`config.mk`:
```
export PLATFORM = sky130hd
export DESIGN_NAME = logic_pipe
export DESIGN_NICKNAME = d
export VERILOG_FILES = /design/src/rtl/logic_pipe_pkg.sv /design/src/rtl/logic_pipe_stage.sv /design/src/rtl/logic_pipe.sv
export SDC_FILE = /design/constraint.sdc
export NUM_CORES = 1
export LEC_CHECK = 0
export CAP_MARGIN = 0
export CORE_ASPECT_RATIO = 1.75
export CORE_MARGIN = 4
export CORE_UTILIZATION = 56
export CTS_CLUSTER_SIZE = 16
export DETAILED_ROUTE_END_ITERATION = 10
export PLACE_DENSITY = 0.8
export SYNTH_ARGS = -nofsm -noshare
export SYNTH_HDL_FRONTEND = slang
export SYNTH_SLANG_ARGS = --single-unit
```
`constraint.sdc`:
```
create_clock -name clk -period 2.1 [get_ports clk]
set_clock_uncertainty 0.2 [all_clocks]
set_input_delay 0.525 -clock clk [delete_from_list [all_inputs] [get_ports clk]]
set_output_delay 0.525 -clock clk [all_outputs]
set_load 0.02 [all_outputs]
```
`src/rtl/logic_pipe_pkg.sv`:
```
// Shared opcode encoding and opcode width for logic_pipe.
package logic_pipe_pkg;

  localparam int OPW = 3;

  localparam logic [OPW-1:0] OP_AND  = 3'd0;
  localparam logic [OPW-1:0] OP_OR   = 3'd1;
  localparam logic [OPW-1:0] OP_XOR  = 3'd2;
  localparam logic [OPW-1:0] OP_NOR  = 3'd3;
  localparam logic [OPW-1:0] OP_NAND = 3'd4;
  localparam logic [OPW-1:0] OP_XNOR = 3'd5;
  localparam logic [OPW-1:0] OP_ANDN = 3'd6;
  localparam logic [OPW-1:0] OP_PASS = 3'd7;

endpackage

```
`src/rtl/logic_pipe_stage.sv`:
```
// Generic valid/ready register slice: a valid bit plus a data word, advanced by en.
module logic_pipe_stage #(
  parameter int unsigned   DW      = 8,
  parameter logic [DW-1:0] RST_VAL = '0
) (
  input  logic          clk,
  input  logic          rst_n,
  input  logic          en,
  input  logic          in_valid,
  input  logic [DW-1:0] in_data,
  output logic          out_valid,
  output logic [DW-1:0] out_data
);

  // Data only loads with a valid entry so an empty slot keeps its last word.
  always_ff @(posedge clk or negedge rst_n) begin
    if (!rst_n) begin
      out_valid <= 1'b0;
      out_data  <= RST_VAL;
    end else if (en) begin
      out_valid <= in_valid;
      if (in_valid) begin
        out_data <= in_data;
      end
    end
  end

endmodule

```
`src/rtl/logic_pipe.sv`:
```
// Two-stage valid/ready bitwise logic pipeline.
// Optional LOGIC_PIPE_FLAGS_EN adds registered out_zero/out_parity flags.
module logic_pipe #(
  parameter int WIDTH = 32,
  parameter int OPW   = logic_pipe_pkg::OPW
) (
  input  logic             clk,
  input  logic             rst_n,
  input  logic             in_valid,
  output logic             in_ready,
  input  logic [WIDTH-1:0] in1,
  input  logic [WIDTH-1:0] in2,
  input  logic [OPW-1:0]   op,
  output logic             out_valid,
  input  logic             out_ready,
`ifdef LOGIC_PIPE_FLAGS_EN
  output logic             out_zero,
  output logic             out_parity,
`endif
  output logic [WIDTH-1:0] out1
);

  import logic_pipe_pkg::*;

  localparam int unsigned S1W = OPW + 2 * WIDTH;
`ifdef LOGIC_PIPE_FLAGS_EN
  localparam int unsigned S2W = WIDTH + 2;
  localparam logic [S2W-1:0] S2_RST = {1'b1, {(WIDTH + 1){1'b0}}};
`else
  localparam int unsigned S2W = WIDTH;
  localparam logic [S2W-1:0] S2_RST = '0;
`endif

  function automatic logic [WIDTH-1:0] eval_op(input logic [OPW-1:0]   o,
                                               input logic [WIDTH-1:0] a,
                                               input logic [WIDTH-1:0] b);
    logic [WIDTH-1:0] r;
    r = a;
    case (o)
      OP_AND:  r = a & b;
      OP_OR:   r = a | b;
      OP_XOR:  r = a ^ b;
      OP_NOR:  r = ~(a | b);
      OP_NAND: r = ~(a & b);
      OP_XNOR: r = ~(a ^ b);
      OP_ANDN: r = a & ~b;
      OP_PASS: r = a;
      default: r = a;
    endcase
    return r;
  endfunction

  logic           s1_en, s2_en;
  logic           s1_valid;
  logic [S1W-1:0] s1_data;
  logic [S2W-1:0] s2_data;
  logic [S2W-1:0] s2_next;

  logic [OPW-1:0]   s1_op;
  logic [WIDTH-1:0] s1_a, s1_b, result;

  always_comb begin
    s2_en    = !out_valid || out_ready;
    s1_en    = !s1_valid || s2_en;
    in_ready = s1_en;
  end

  logic_pipe_stage #(
    .DW      (S1W),
    .RST_VAL ('0)
  ) u_s1 (
    .clk       (clk),
    .rst_n     (rst_n),
    .en        (s1_en),
    .in_valid  (in_valid),
    .in_data   ({op, in2, in1}),
    .out_valid (s1_valid),
    .out_data  (s1_data)
  );

  assign {s1_op, s1_b, s1_a} = s1_data;
  assign result = eval_op(s1_op, s1_a, s1_b);

`ifdef LOGIC_PIPE_FLAGS_EN
  assign s2_next    = {~|result, ^result, result};
  assign out_zero   = s2_data[WIDTH+1];
  assign out_parity = s2_data[WIDTH];
`else
  assign s2_next = result;
`endif

  logic_pipe_stage #(
    .DW      (S2W),
    .RST_VAL (S2_RST)
  ) u_s2 (
    .clk       (clk),
    .rst_n     (rst_n),
    .en        (s2_en),
    .in_valid  (s1_valid),
    .in_data   (s2_next),
    .out_valid (out_valid),
    .out_data  (s2_data)
  );

  assign out1 = s2_data[WIDTH-1:0];

endmodule

```
## After elaboration in Yosys (flattened, before gate mapping)

Index checks and enable logic that the tools add are counted.

- Register bits after elaboration: 101
- Output and inout bits: 34

- Reductions and logical operators: 7
- Muxes and demuxes: 1
- Bitwise logic cells: 8
- Equal/unequal tests: 7

Operators with widths:

| cell | count |
|---|---|
| case mux 32 bit (8 select lines) | 1 |
| NOT 32 bit | 4 |
| bitwise AND 32 bit | 2 |
| OR 32 bit | 1 |
| bitwise XOR 32 bit | 1 |
| == test 3 bit (second input constant) | 4 |
| == test 3 x 2 -> 1 bit (second input constant) | 2 |
| AND reduction 2 bit | 2 |
| == test 3 x 1 -> 1 bit (second input constant) | 1 |
| logical NOT 3 bit | 1 |
| logical NOT 1 bit | 2 |
| logical OR 1 bit | 2 |

## Logic depth before layout (Yosys ltp)

- Depth after elaboration: 4
- Gate-level depth with buffers: 7

## Modules after synthesis

From an unflattened synthesis, not the netlist that was laid out.

- Cell total of the unflattened synthesis: 644
- Area, all modules: 7531.0 µm²

Modules (own cells, without submodules):

| module | cells each | times used | area an instance (µm²) | seq. area each (µm²) |
|---|---|---|---|---|
| logic_pipe | 428 | 1 | 3593.4 | 0.0 |
| logic_pipe_stage at u_s1 | 145 | 1 | 2593.7 | 1701.6 |
| logic_pipe_stage at u_s2 | 71 | 1 | 1343.8 | 825.8 |

## Worst setup path before layout

OpenSTA, ideal clock, no wires.

- Path type: in2reg
- Start point: in out_ready
- End point: reg u_s1.out_data[14]
- Setup slack: 0.102 ns
- Data arrival time: 1.673 ns
- Data required time: 1.775 ns
- Setup time: 0.125 ns
- Path buffers: 2
- Stages on the path: 5
- Cell sequence: nand3b_1 -> nand2_1 -> buf_4 -> buf_4 -> mux2_2

- Cells in the longest elaborated chain, start to end: 3

Ends and longest elaborated chain:

| what | RTL line | text |
|---|---|---|
| from (decl) | logic_pipe.sv:15 | `input logic out_ready,` |
| logical OR 1 bit | logic_pipe.sv:63 | `s2_en = !out_valid \|\| out_ready;` |
| logical OR 1 bit | logic_pipe.sv:64 | `s1_en = !s1_valid \|\| s2_en;` |
| AND reduction 2 bit (no source line) | -- |  |
| to (signal assigned) | logic_pipe_stage.sv:23 | `out_data <= in_data;` |
| to (decl) | logic_pipe_stage.sv:12 | `output logic [DW-1:0] out_data` |

No other way between the ends.
A chain may end at the register's enable or synchronous reset.

## Final worst setup path

- Start point: reg u_s2.out_data[28]
- End point: out out1[28]

RTL lines:

| what | RTL line | text |
|---|---|---|
| from (decl) | logic_pipe_stage.sv:12 |  |
| from (signal assigned) | logic_pipe_stage.sv:23 |  |
| to (decl) | logic_pipe.sv:20 | `output logic [WIDTH-1:0] out1` |

No word-level cell between the ends.

==> impl_metrics.tcl <==
set metrics [dict create \
    critPathRequiredTime_ns 1.37 \
    fill_cells 930 \
    die_h_um 158 \
    overflow 0 \
    ant_nets 0 \
    clockBufferDepth 2 \
    tightest_slew_ns 0.574 \
    clk_pin_slew_ns 0.07 \
    synth_top_cell_by_area "dfrtp_1" \
    hold_start "u_s2.out_data[6]" \
    portBuffers 104 \
    fmax_mhz 480 \
    synth_seq_cells 101 \
    worstSetupStartpoint "u_s2.out_data[28]" \
    r2r-start "u_s1.out_data[64]" \
    yosys_warnings 0 \
    yosysSeqAreaShare_pct 34.9 \
    routed_via_density 5.98 \
    area_growth_pct 24.1 \
    htreeDepth 3 \
    start_util_pct 57.7 \
    num_vias 5719 \
    place_hpwl_um 12600 \
    place.gp.congestion 0.777 \
    rsz0062_at_grt "no" \
    multi_input_area_um2 4170 \
    status "finished clean" \
    die_area_um2 14900 \
    report.final.slew_viol_count 0 \
    clk_latency_ns 0.34 \
    cts_tree "yes" \
    dieWidth_um 94.0 \
    wirelength_um 17500 \
    cp_data_arrival_time_ns 1.36 \
    final_layout_size_suffix_gt1_share_pct 17.3 \
    cp_top_family "buffers and inverters" \
    core_um2 12600 \
    critical_path_buf_inv_count 1 \
    syn_area_um2 7250 \
    grt_pass1_wl_um 28700 \
    synthTopCellsByArea "dfrtp_1 (35%), ha_1 (17%), mux2_2 (12%)" \
    finalHoldViolCount 0 \
    synth_top_area_share_pct 34.9 \
    hp-class "reg -> reg" \
    yosysMostFrequentCell "dfrtp_1" \
    drtIter0Drc 253 \
    synth_nets 853 \
    clkSinkCount 101 \
    regArea_um2 2530 \
    path_max_fanout 2 \
    ys_types 36 \
    endpoint_kind "output pin" \
    period_minus_slack_ns 2.08 \
    numCtsBuffers 9 \
    slowest_stage "clkdlybuf4s50_1" \
    synth_common_cells "dfrtp_1 (101), ha_1 (96), mux2_2 (77)" \
    async_flop_share_pct 100 \
    finalCritPeriodShare_pct 99.1 \
    drc_errors 0 \
    ios 105 \
    p_leak_nw 4.20 \
    synth-edff-count 0 \
    synth_ff_type "dfrtp_1" \
    drv_cap 0 \
    track_usage_pct 24.0 \
    slew_headroom_pct 61.8 \
    start_kind "flip-flop" \
    max-vdd-ir-drop_mv 0.414 \
    synthCells 686 \
    cts_setup_buffers 0 \
    power_density_nw_per_um2 881 \
    grt_pass1_vias 6109 \
    antenna_found_initial 1 \
    place_area_um2 8630 \
    nNetsFinal 951 \
    setup-violations-final 0 \
    design_area_um2 8990 \
    firstDrtPassIters 4 \
    path_cells "clkdlybuf4s50_1" \
    cts-root-buf "clkbuf_16" \
    crit_path_max_incr_delay_ns 0.63 \
    tns_ns 0 \
    wire_per_inst_um 18.2 \
    rows 54 \
    path_class "reg -> out" \
    grt_max_degree 67 \
    synth_area_per_cell_um2 10.6 \
]
[through the flow]
step	setup slack, ns	total power [mW]	hold WS, ns	std cells	utilization [%]
3_3_place_gp	-0.350	5.77	0.266	940	68.7
4_1_cts	0.00375	7.96	0.288	956	71.5
2_1_floorplan	0.102	4.75	0.0294	686	-
6_report	0.0181	7.92	0.282	957	71.5
3_5_place_dp	-0.355	6.00	0.273	940	68.7
5_1_grt	0.0000635	8.38	0.317	957	71.5
[timing repair]
item	in CTS	in global routing
gates resized for setup	5	3
setup endpoints to repair	2	3
endpoints found under the hold margin	35	0
hold buffers	1	0
[where the power goes]
part	switching, mW	internal, mW	total, mW
clock	0.722	1.22	1.94
sequential	0.405	2.35	2.76
combinational	1.62	1.60	3.22
total	2.75	5.18	7.92
[final cells by class]
| type | instances | area share, % |
|---|---|---|
| antenna | 1 | 0.0278 |
| clock buffer | 11 | 2.81 |
| clock inverter | 4 | 1.06 |
| inverter | 66 | 2.76 |
| multi-input combinational | 469 | 46.4 |
| sequential | 101 | 28.2 |
| tap | 168 | 2.34 |
| timing repair buffer | 137 | 16.4 |
[state kept, by name (all words and copies together) (netlist names)]
name	count
u_s2.out_valid	1
u_s2.out_data	32
u_s1.out_valid	1
u_s1.out_data	67
[per-layer routing]
| layer | vias up | wire [µm] | GRT usage [%] |
|---|---|---|---|
| met5 | - | 0 | 0 |
| met2 | 183 | 9660 | 44.1 |
| met3 | 45 | 713 | 3.22 |
| met4 | 0 | 649 | 12.5 |
| li1 | 2651 | - | - |
| met1 | 2840 | 6430 | 26.4 |
[cells in the final DEF (no fill, tap or decap), drive strengths merged, types with 7 or more instances in the layout]
| cell | count |
|---|---|
| a21oi | 7 |
| a221oi | 37 |
| and2 | 7 |
| buf | 34 |
| clkbuf | 11 |
| clkdlybuf4s50 | 98 |
| dfrtp | 101 |
| ha | 96 |
| inv | 66 |
| mux2 | 79 |
| mux2i | 61 |
| nand2 | 38 |
| nor2 | 20 |
| nor2b | 8 |
| nor3 | 13 |
| o21ai | 44 |
| o32ai | 13 |
| o41ai | 13 |
[kinds of logic after synthesis]
group | Yosys count | synth area share, %
muxes | 140 | 20.8
DFF | 101 | 34.9
AOI/OAI and AO/OA | 138 | 13.9
buffers and inverters | 116 | 7.70
and+or+nand+nor | 95 | 6.15
adders and majority gates | 96 | 16.6
[worst paths after layout]
path | slack [ns] | depth (start not counted) | to
min in group asynchronous | 0.50 | 3 | u_s1.out_data[34]
worst max-delay path | 0.02 | 1 | out1[28]
worst max register to register | 0.15 | 4 | u_s2.out_data[14]
worst min register to register | 0.28 | 2 | u_s2.out_data[6]
worst min-delay path | 0.28 | 2 | u_s2.out_data[6]
max in group asynchronous | 0.83 | 3 | u_s1.out_data[64]
Power figures use the tool's default switching activity.
